File: config.mk
export PLATFORM = sky130hd
export DESIGN_NAME = qsys_pio_out_pulse
export DESIGN_NICKNAME = d
export VERILOG_FILES = /design/src/rtl/qsys_pio_pkg.sv /design/src/rtl/pio_pulse_chan.sv /design/src/rtl/qsys_pio_out_pulse.sv
export SDC_FILE = /design/constraint.sdc
export NUM_CORES = 1
export LEC_CHECK = 0
export BUFFER_PORTS_ARGS = -buffer_cell sky130_fd_sc_hd__buf_2
export CORE_MARGIN = 2
export CORE_UTILIZATION = 45
export DETAILED_ROUTE_END_ITERATION = 8
export PLACE_DENSITY_LB_ADDON = 0.25
export SYNTH_ARGS = -nofsm -noshare
export SYNTH_HDL_FRONTEND = slang
export SYNTH_SLANG_ARGS = --single-unit
File: constraint.sdc
create_clock -name clk -period 2.9 [get_ports clk]
set_input_delay 0.145 -clock clk [delete_from_list [all_inputs] [get_ports clk]]
set_output_delay 0.145 -clock clk [all_outputs]
set_load 0.02 [all_outputs]
File: src/rtl/qsys_pio_pkg.sv
// Shared definitions for the pulse-capable PIO output block.
// Holds the Avalon-MM word-address map and the default widths used by
// qsys_pio_out_pulse and its per-bit pulse channel.
package qsys_pio_pkg;

  // Default widths
  localparam int unsigned DefDataWidth = 8;
  localparam int unsigned DefCntWidth  = 16;
  localparam int unsigned BusWidth     = 32;

  // Register word addresses
  localparam logic [2:0] AddrData     = 3'd0;  // RW
  localparam logic [2:0] AddrPulseLen = 3'd1;  // RW
  localparam logic [2:0] AddrTrigger  = 3'd2;  // W trigger / R busy
  localparam logic [2:0] AddrIrqMask  = 3'd3;  // RW
  localparam logic [2:0] AddrOutSet   = 3'd4;  // W, reads 0
  localparam logic [2:0] AddrOutClear = 3'd5;  // W, reads 0
  localparam logic [2:0] AddrDone     = 3'd6;  // R, write-1-to-clear
  localparam logic [2:0] AddrReserved = 3'd7;  // reads 0, writes ignored

endpackage

File: src/rtl/pio_pulse_chan.sv
// One output bit's pulse timer.
// A load with a non-zero length starts (or restarts) a pulse of exactly len_i
// cycles; busy_o is high for that time and done_o is set on the edge where
// busy_o falls. done_o is cleared by clr_i unless a set happens the same cycle.
//
// Ports:
//   clk_i    clock, rising edge
//   srst_ni  synchronous active-low reset
//   trig_i   trigger strobe for this bit
//   len_i    pulse length captured on trigger
//   clr_i    done clear strobe (write-1-to-clear)
//   busy_o   pulse in progress
//   done_o   sticky pulse-finished flag
module pio_pulse_chan
  import qsys_pio_pkg::*;
#(
  parameter int unsigned CNT_WIDTH = DefCntWidth
) (
  input  logic                 clk_i,
  input  logic                 srst_ni,
  input  logic                 trig_i,
  input  logic [CNT_WIDTH-1:0] len_i,
  input  logic                 clr_i,
  output logic                 busy_o,
  output logic                 done_o
);

  logic [CNT_WIDTH-1:0] cnt_q, cnt_d;
  logic                 busy_q, busy_d;
  logic                 done_q, done_d;
  logic                 load;
  logic                 last;

  // A zero-length trigger is a no-op.
  assign load = trig_i && (len_i != '0);
  assign last = busy_q && (cnt_q == CNT_WIDTH'(1));

  always_comb begin
    cnt_d  = cnt_q;
    busy_d = busy_q;
    done_d = done_q;

    if (last) begin
      cnt_d  = '0;
      busy_d = 1'b0;
    end else if (busy_q) begin
      cnt_d = cnt_q - CNT_WIDTH'(1);
    end

    // Retrigger reloads the counter and overrides the final count.
    if (load) begin
      cnt_d  = len_i;
      busy_d = 1'b1;
    end

    if (clr_i) begin
      done_d = 1'b0;
    end
    // Set after clear so a coincident set wins.
    if (last && !load) begin
      done_d = 1'b1;
    end
  end

  always_ff @(posedge clk_i) begin
    if (!srst_ni) begin
      cnt_q  <= '0;
      busy_q <= 1'b0;
      done_q <= 1'b0;
    end else begin
      cnt_q  <= cnt_d;
      busy_q <= busy_d;
      done_q <= done_d;
    end
  end

  assign busy_o = busy_q;
  assign done_o = done_q;

endmodule

File: src/rtl/qsys_pio_out_pulse.sv
// Avalon-MM PIO output port with per-bit timed pulses.
// Each pin is the data register XOR the bit's pulse-busy flag, so a pulse
// inverts whatever level the data register holds while it runs.
//
// Ports:
//   clk         clock, rising edge
//   reset_n     synchronous active-low reset
//   address     word address (see qsys_pio_pkg)
//   chipselect  slave select
//   write_n     active-low write strobe
//   writedata   write data, upper unused bits ignored
//   readdata    registered read data, zero-extended, 1-cycle latency
//   out_port    driven pins
//   irq         level interrupt, OR of done & irq_mask
module qsys_pio_out_pulse
  import qsys_pio_pkg::*;
#(
  parameter int unsigned            DATA_WIDTH  = DefDataWidth,
  parameter logic [DATA_WIDTH-1:0]  RESET_VALUE = '0,
  parameter int unsigned            CNT_WIDTH   = DefCntWidth
) (
  input  logic                  clk,
  input  logic                  reset_n,
  input  logic [2:0]            address,
  input  logic                  chipselect,
  input  logic                  write_n,
  input  logic [BusWidth-1:0]   writedata,
  output logic [BusWidth-1:0]   readdata,
  output logic [DATA_WIDTH-1:0] out_port,
  output logic                  irq
);

  logic                  wr;
  logic [DATA_WIDTH-1:0] wdata;
  logic                  trig_wr;
  logic                  done_wr;

  logic [DATA_WIDTH-1:0] data_q, data_d;
  logic [CNT_WIDTH-1:0]  len_q, len_d;
  logic [DATA_WIDTH-1:0] mask_q, mask_d;
  logic [BusWidth-1:0]   readdata_q, readdata_d;

  logic [DATA_WIDTH-1:0] busy;
  logic [DATA_WIDTH-1:0] done;

  logic                  unused_wd;

  assign wr        = chipselect && !write_n;
  assign wdata     = writedata[DATA_WIDTH-1:0];
  assign trig_wr   = wr && (address == AddrTrigger);
  assign done_wr   = wr && (address == AddrDone);
  assign unused_wd = ^writedata;

  // Register write decode
  always_comb begin
    data_d = data_q;
    len_d  = len_q;
    mask_d = mask_q;
    if (wr) begin
      case (address)
        AddrData:     data_d = wdata;
        AddrPulseLen: len_d  = writedata[CNT_WIDTH-1:0];
        AddrIrqMask:  mask_d = wdata;
        AddrOutSet:   data_d = data_q | wdata;
        AddrOutClear: data_d = data_q & ~wdata;
        default:      ;
      endcase
    end
  end

  // Read mux, loaded every cycle regardless of chipselect
  always_comb begin
    readdata_d = '0;
    case (address)
      AddrData:     readdata_d[DATA_WIDTH-1:0] = data_q;
      AddrPulseLen: readdata_d[CNT_WIDTH-1:0]  = len_q;
      AddrTrigger:  readdata_d[DATA_WIDTH-1:0] = busy;
      AddrIrqMask:  readdata_d[DATA_WIDTH-1:0] = mask_q;
      AddrDone:     readdata_d[DATA_WIDTH-1:0] = done;
      default:      readdata_d = '0;
    endcase
  end

  always_ff @(posedge clk) begin
    if (!reset_n) begin
      data_q     <= RESET_VALUE;
      len_q      <= '0;
      mask_q     <= '0;
      readdata_q <= '0;
    end else begin
      data_q     <= data_d;
      len_q      <= len_d;
      mask_q     <= mask_d;
      readdata_q <= readdata_d;
    end
  end

  for (genvar i = 0; i < DATA_WIDTH; i++) begin : g_chan
    pio_pulse_chan #(
      .CNT_WIDTH(CNT_WIDTH)
    ) u_chan (
      .clk_i  (clk),
      .srst_ni(reset_n),
      .trig_i (trig_wr && wdata[i]),
      .len_i  (len_q),
      .clr_i  (done_wr && wdata[i]),
      .busy_o (busy[i]),
      .done_o (done[i])
    );
  end

  assign readdata = readdata_q;
  assign out_port = data_q ^ busy;
  assign irq      = |(done & mask_q);

endmodule

# Yosys cells after proc, flatten, opt, wreduce, memory -nomap -nowiden
# Index checks and enable logic that the tools add are counted.
# op_classes
add_sub_neg,8
eq_ne,14
muxes,58
n_bitwise,5
reduce_logical,84
# ops
operator,n
two-way mux 16 bit,24
"equality test 16 x 1 -> 1 bit, second input constant",8
"subtractor 16 x 1 -> 16 bit, second input constant",8
logical AND 1 bit,43
case mux 8 bit (5 select lines),1
two-way mux 1 bit,32
nonzero test 2 bit,16
nonzero test 3 bit,9
case mux 8 bit (3 select lines),1
bitwise AND 8 bit,2
nonzero test 16 bit,1
"equality test 3 bit, second input constant",3
logical NOT 1 bit,9
inverter 8 bit,1
bitwise OR 8 bit,1
AND reduction 2 bit,4
OR reduction 8 bit,1
XOR 8 bit,1
"equality test 3 x 2 -> 1 bit, second input constant",2
"equality test 3 x 1 -> 1 bit, second input constant",1
logical NOT 3 bit,1
# word_totals
reg_bits,208
inputBits,39
word_cells,199

# Depth between registers and ports, before layout
# Gate-level depths: netlist (run 1).
# logic_depth
ltp_word,8
mapped_depth,8

# Cells and area by module
# Synthesis (run 1) repeated with hierarchy kept, for this count alone.
# unflattened
cells_unflattened,1295
hier_area_um2,11855.1
# by_module_without_submodules
module,n_inst,cells_per_inst,area_per_inst_um2,seq_area_each_um2
pio_pulse_chan,8,129,1167.4,360.3
qsys_pio_out_pulse,1,263,2516.2,960.9

# Worst setup path before layout (run 1)
# Ideal clock, no wire load.
# synth_path
path_kind,reg2reg
from,register g_chan[2].u_chan.cnt_q[2]
to,register g_chan[2].u_chan.cnt_q[14]
setup_time_ns,0.074
t_arrival_ns,2.175
required_time_ns,2.826
slack_ns,0.651
path_stages_with_launch,6
period_less_slack_ns,2.249
path_cell_list,dfxtp_1 -> or4_4 -> or4b_1 -> buf_2 -> or4_1 -> a31oi_1
# synth_between
elab_chain_cells,4
# synth_rtl
item,line,text
start: declaration,pio_pulse_chan.sv:28,"logic [CNT_WIDTH-1:0] cnt_q, cnt_d;"
start signal: assignment,pio_pulse_chan.sv:71,cnt_q <= cnt_d;
subtractor 16 x 1 -> 16 bit or equality test 16 x 1 -> 1 bit (tied branches),"pio_pulse_chan.sv:47, pio_pulse_chan.sv:36",
two-way mux 16 bit or logical AND 1 bit (tied branches),"pio_pulse_chan.sv:46, pio_pulse_chan.sv:36",
two-way mux 16 bit,pio_pulse_chan.sv:43,if (last) begin
two-way mux 16 bit,pio_pulse_chan.sv:51,if (load) begin
# Parallel ways exist; a longest one is shown, timed or not. The select of a mux whose other input is x is not followed.
# A chain may end at the register's enable or synchronous reset.

# Worst setup path after layout (run 1)
# layout_path
from,register g_chan[2].u_chan.cnt_q[2]
to,register g_chan[2].u_chan.cnt_q[6]
# Same word-level chain as after synthesis.

==> results of run 1 <==
-- power by group through the flow --
stage                     registers [uW]  clock network (uW)  logic, uW
after floorplan                     2750                   0        328
after global placement              2750                   0        437
after detailed placement            2750                   0        442
after CTS                           2690                2580        455
after global routing                2700                2690        505
final                               2690                2550        460
-- sequential cells by signal, indices dropped and copies added, names as in the netlist --
register	count
data_q	8
g_chan.u_chan.busy_o	8
g_chan.u_chan.cnt_q	128
g_chan.u_chan.done_o	8
len_q	16
mask_q	8
readdata	16
-- routing by layer --
metal  track usage [%]  up-vias  share of wire (%)
met4              11.4        2                3.4
li1                  -     4931                  -
met3              3.58       60                5.7
met2              41.4      289                 47
met1              33.9     4819                 44
met5                 0        -              0.042
-- worst min-delay path, cell delays in order --
cell and delay, ns:
buf_2 0.15, nand2_1 0.07, a21oi_1 0.05
-- cell usage after synthesis (30+ instances only) --
| cell | count |
|---|---|
| a31oi_1 | 37 |
| inv_1 | 45 |
| dfxtp_1 | 192 |
| a21oi_1 | 98 |
| mux2i_1 | 34 |
| nand3_1 | 39 |
| clkbuf_1 | 83 |
| nand2_1 | 113 |
| o211a_1 | 30 |
| o21ai_0 | 129 |
| nor4_1 | 33 |
| nor2_1 | 88 |
-- cell families after synthesis --
group | count (synthesis) | synth area share (%)
and+or+nand+nor | 445 | 21.9
AOI/OAI and AO/OA | 431 | 27.1
DFF | 192 | 36.5
buffers and inverters | 154 | 6.10
muxes | 38 | 3.77
xor gates and xnor gates | 32 | 2.66
adders and majority gates | 16 | 1.90
other | 1 | 0.0356
-- worst paths after layout --
path	start	endpoint	slack, ns	cells past startpoint
hold / removal	writedata[5]	len_q[5]	0.02	3
setup / recovery	g_chan[2].u_chan.cnt_q[2]	g_chan[2].u_chan.cnt_q[6]	0.40	5
setup reg to reg	g_chan[2].u_chan.cnt_q[2]	g_chan[2].u_chan.cnt_q[6]	0.40	5
hold reg to reg	g_chan[6].u_chan.cnt_q[6]	g_chan[6].u_chan.cnt_q[6]	0.45	2
-- cell usage in the layout, fill, tap and decap left out, drive strengths merged, types with 16 or more instances in the layout --
cell type | synthesis | routed
dfxtp | 192 | 192
o21ai | 131 | 131
nand2 | 113 | 113
buf | 23 | 100
a21oi | 98 | 98
nor2 | 88 | 88
inv | 46 | 50
nand3 | 39 | 39
a31oi | 37 | 37
nor4 | 35 | 35
mux2i | 34 | 34
o211a | 30 | 30
or3 | 29 | 29
nor3 | 28 | 28
o221ai | 27 | 27
nand4 | 23 | 23
xnor2 | 20 | 20
nor2b | 18 | 18
clkbuf | 83 | 18
o31ai | 16 | 16
ha | 16 | 16
conb | 1 | 16
-- layout make-up --
| type | count | share of cell area [%] |
|---|---|---|
| flip-flops and latches | 192 | 32.2 |
| diodes | 2 | 0.0420 |
| well taps | 313 | 3.29 |
| inverters | 48 | 1.51 |
| repair buffers | 110 | 6.59 |
| clock inverters | 12 | 1.51 |
| clock buffers | 18 | 3.68 |
| multi-input cells | 978 | 51.1 |
-- stage by stage --
stage / total power (uW) / instances / utilization [%] / hold WS (ns)
CTS: 5730 / 1671 / 52.3 / 0.00537
floorplan: 3070 / 1324 / - / 0.281
global placement: 3190 / 1631 / 49.2 / 0.394
detailed placement: 3200 / 1631 / 49.2 / 0.396
finish: 5710 / 1673 / 52.3 / 0.0217
global route: 5900 / 1671 / 52.3 / 0.0280
==> reports/metrics.yaml, run 1 <==
run_status:
  status: "completed"
synth:
  yosys.area.top_type_share_pct: 36.5
  async_reset_ff_share_pct: 0
  yosys-top-cells-area: "dfxtp_1 37%, o21ai_0 6.1%, a21oi_1 4.7%"
  synth.distinct_cells: 70
  synth_top_area_cell: "dfxtp_1"
  yosysSeqAreaShare_pct: 36.5
  synth_enable_flop_cells: 0
  synth_area_mm2: 0.0105
  synth_area_per_cell_um2: 8.04
  synthCells: 1309
  yosysWarnings: 0
  ys.flop_type: "dfxtp_1"
  yosys_register_bits: 192
floorplan:
  start_util_pct: 46.2
  die_area_mm2: 0.0246
  die_x_um: 157
  die_h_um: 157
  top_level_ports: 80
  core_region_area_mm2: 0.0228
  rows: 55
pwr:
  swShare_pct: 24.7
  p_clk_share_pct: 44.7
  pwr-share-comb_pct: 8.1
  p_leak_uw: 0.00481
  internal_power_uw: 4300
  ir_worst_vdd_uv: 356
  power_frac_seq_pct: 47.2
  p_switching_uw: 1410
  power_density_mw_per_mm2: 479
finish:
  multiInputGateArea_mm2: 0.00610
  fin_area_mm2: 0.0119
  nFillCells: 2154
  syn2layout_area_growth_pct: 13.3
  final_net_count: 1402
  layout-drive-gt1-share_pct: 12.0
  seqCellArea_mm2: 0.00384
clock_tree:
  cts.path.max_buffers: 2
  cts_made_buffers: 17
  htreeDepth: 4
  clock_tree.root_cell: "clkbuf_16"
  cts_tree: "done"
  cts_hold_buf: 10
  clock_latency_ns: 0.44
  worst_setup_hold_path_clk_slew_ns: 0.07
  post_cts_buffers: 0
  clock-sinks: 192
  cts_resized: 0
setup_path:
  worstSetupEndpointType: "flop"
  path_class: "flop to flop"
  crit_fanout: 9
  arrival_ns: 2.83
  cp_top_family: "simple AND/OR/NAND/NOR gates"
  path_cells: "or4_4 > or4b_1 > o21ai_2 > o221ai_1 > o211a_1"
  cp_slowest_cell: "or4b_1"
  cpPeakStageDelay_ns: 0.67
  cp.required_ns: 3.23
  worst-path-buf-inv: 0
  startpoint_type: "flop"
sta:
  slew_viol_final: 0
  grt_setup_unrepaired: "false"
  setup_tns_ns: 0
  finalHoldViolCount: 0
  timing.final.crit_share_pct: 86.1
  fmax_mhz: 401
  fin_crit_ns: 2.50
  finClkSkew_ns: 0.0101
  layout_setup_ws_ns: 0.405
  setup_viol: 0
  maxSlewHeadroom_pct: 43.0
  worst_pin_slew_ns: 0.847
global_routing:
  grtUsageTotal_pct: 25.5
  grt_pass1_vias: 9151
  grt_pass1_wl_um: 49100
  antenna_found_initial: 2
  grt_max_degree: 55
  grt-ovfl-total: 0
place:
  place.gp.congestion: 0.890
  placed_cell_area_mm2: 0.0112
  io_buffers: 47
  place_ws_ns: 0.449
  dp_hpwl_um: 19500
drt:
  drt-total-wl_um: 31200
  route.vias.total: 10100
  wire_per_inst_um: 18.7
  dr.pass1.iters: 5
  drt_iter0_markers: 988
  drc: 0
  detail-route-antenna-nets: 0
  vias_per_cell: 6.04
min_path:
  hold_class: "primary input to flop"
run:
  drv_cap: 0
Note: power is estimated with default switching activity, not from simulation.
==> run 2: changes to the inputs <==
CORE_UTILIZATION = 61   (was 45)
SLEW_MARGIN = 25   (was default)
==> reports/metrics.yaml, run 2 (synthesized netlist as in run 1, its figures left out) <==
finish:
  mostFrequentLayoutCells: "192 x dfxtp_1, 129 x o21ai_0, 113 x nand2_1"
  layout_commonest_cell: "dfxtp_1"
  largest_reg_flops: 128
  nFillCells: 1406
  syn2layout_area_growth_pct: 11.8
  top_register: "g_chan.u_chan.cnt_q"
  layout-drive-gt1-share_pct: 11.9
  utilization_pct: 69.0
  final_net_count: 1399
drt:
  wire_per_inst_um: 19.0
  route.vias.total: 10400
  dr.pass1.iters: 6
  detail-route-antenna-nets: 0
  drc: 0
  vias_per_cell: 6.55
  drt_iter0_markers: 865
  drt-total-wl_um: 30000
sta:
  layout_setup_ws_ns: 0.377
  setup_viol: 0
  finalHoldViolCount: 0
  setup_tns_ns: 0
  grt_setup_unrepaired: "false"
  slew_viol_final: 0
  fin_crit_ns: 2.52
  fmax_mhz: 396
  finClkSkew_ns: 0.00862
  maxSlewHeadroom_pct: 47.9
  worst_pin_slew_ns: 0.775
  timing.final.crit_share_pct: 87.0
clock_tree:
  htreeDepth: 4
  clock-sinks: 192
  worst_setup_hold_path_clk_slew_ns: 0.07
  cts.path.max_buffers: 2
  cts_made_buffers: 17
  post_cts_buffers: 0
  clock_latency_ns: 0.43
  clock_tree.root_cell: "clkbuf_16"
  cts_tree: "done"
floorplan:
  die_area_mm2: 0.0183
  die_h_um: 135
  top_level_ports: 80
  start_util_pct: 61.7
  die_x_um: 135
  rows: 48
  core_region_area_mm2: 0.0171
global_routing:
  grt_max_degree: 69
  antenna_found_initial: 2
  grt-ovfl-total: 0
  met1_usage_pct: 44.2
  grtUsageMet2_pct: 53.1
  grtUsageTotal_pct: 32.9
  grt_pass1_wl_um: 47500
  grt_use_met3_pct: 5.31
  grt_busiest_layer: "met2"
  grt_pass1_vias: 9024
place:
  place.gp.congestion: 0.946
  place_ws_ns: 0.434
  io_buffers: 47
  dp_hpwl_um: 18800
pwr:
  ir_worst_vdd_uv: 410
  power_density_mw_per_mm2: 464
  p_leak_uw: 0.00479
min_path:
  hold_class: "primary input to flop"
setup_path:
  crit_fanout: 9
  worstSetupEndpointType: "flop"
  startpoint_type: "flop"
  arrival_ns: 2.85
  cp.required_ns: 3.23
  path_class: "flop to flop"
run:
  drv_cap: 0
run_status:
  status: "completed"
-- run 2: cell count changes in the layout (fill, tap and decap cells not counted), sizes merged --
cell / previous run / this run
diode: 2 / 1
clkbuf: 18 / 20
bufinv: 4 / 1
clkinv: 4 / 9
inv: 50 / 48
buf: 100 / 97
-- run 2: power by group --
group	internal (uW)	switching, uW	total (uW)
Combinational	168	291	459
Clock	1230	1070	2310
Sequential	2660	30.5	2690
Total	4070	1390	5460
-- run 2: worst paths after layout --
check | to | slack, ns | from | cells past startpoint
worst min register to register | g_chan[6].u_chan.cnt_q[6] | 0.46 | g_chan[6].u_chan.cnt_q[6] | 2
worst max register to register | g_chan[2].u_chan.cnt_q[5] | 0.38 | g_chan[2].u_chan.cnt_q[2] | 5
worst min-delay path | len_q[0] | 0.02 | writedata[0] | 3
worst max-delay path | g_chan[2].u_chan.cnt_q[5] | 0.38 | g_chan[2].u_chan.cnt_q[2] | 5
-- run 2: routing by layer --
| layer | vias to the layer above | wire length (um) |
|---|---|---|
| li1 | 4934 | - |
| met1 | 4946 | 12900 |
| met2 | 405 | 14000 |
| met3 | 75 | 2120 |
| met4 | 2 | 1040 |
| met5 | - | 5 |
-- run 2: timing repair --
item	in CTS	in global routing
hold endpoints to repair	10	0
resized for setup	0	0
hold buffers	10	0
-- run 2: layout make-up --
cell class | instances | area, um^2 | share of cell area [%]
clock inverter | 12 | 109 | 0.925
tap | 225 | 282 | 2.39
timing repair buffer | 107 | 801 | 6.80
clock buffer | 20 | 457 | 3.88
inverter | 48 | 180 | 1.53
antenna | 1 | 2.50 | 0.0213
multi-input combinational | 978 | 6100 | 51.8
sequential | 192 | 3840 | 32.7
-- run 2: through the flow --
stage               cells  power [uW]  hold WS, ns  area (um^2)
global route         1582        5640       0.0136        11800
global placement     1540        3180        0.386        11100
floorplan            1324        3070        0.281        10600
finish               1583        5460       0.0186        11800
CTS                  1582        5460      0.00504        11800
detailed placement   1540        3190        0.392        11100
-- run 2: critical path, cell delays in order, from the launching register on --
cell      delay, ns
dfxtp_1        0.34
or4_4          0.58
or4b_1         0.68
o21ai_2        0.43
o221ai_1       0.21
o211a_1        0.16
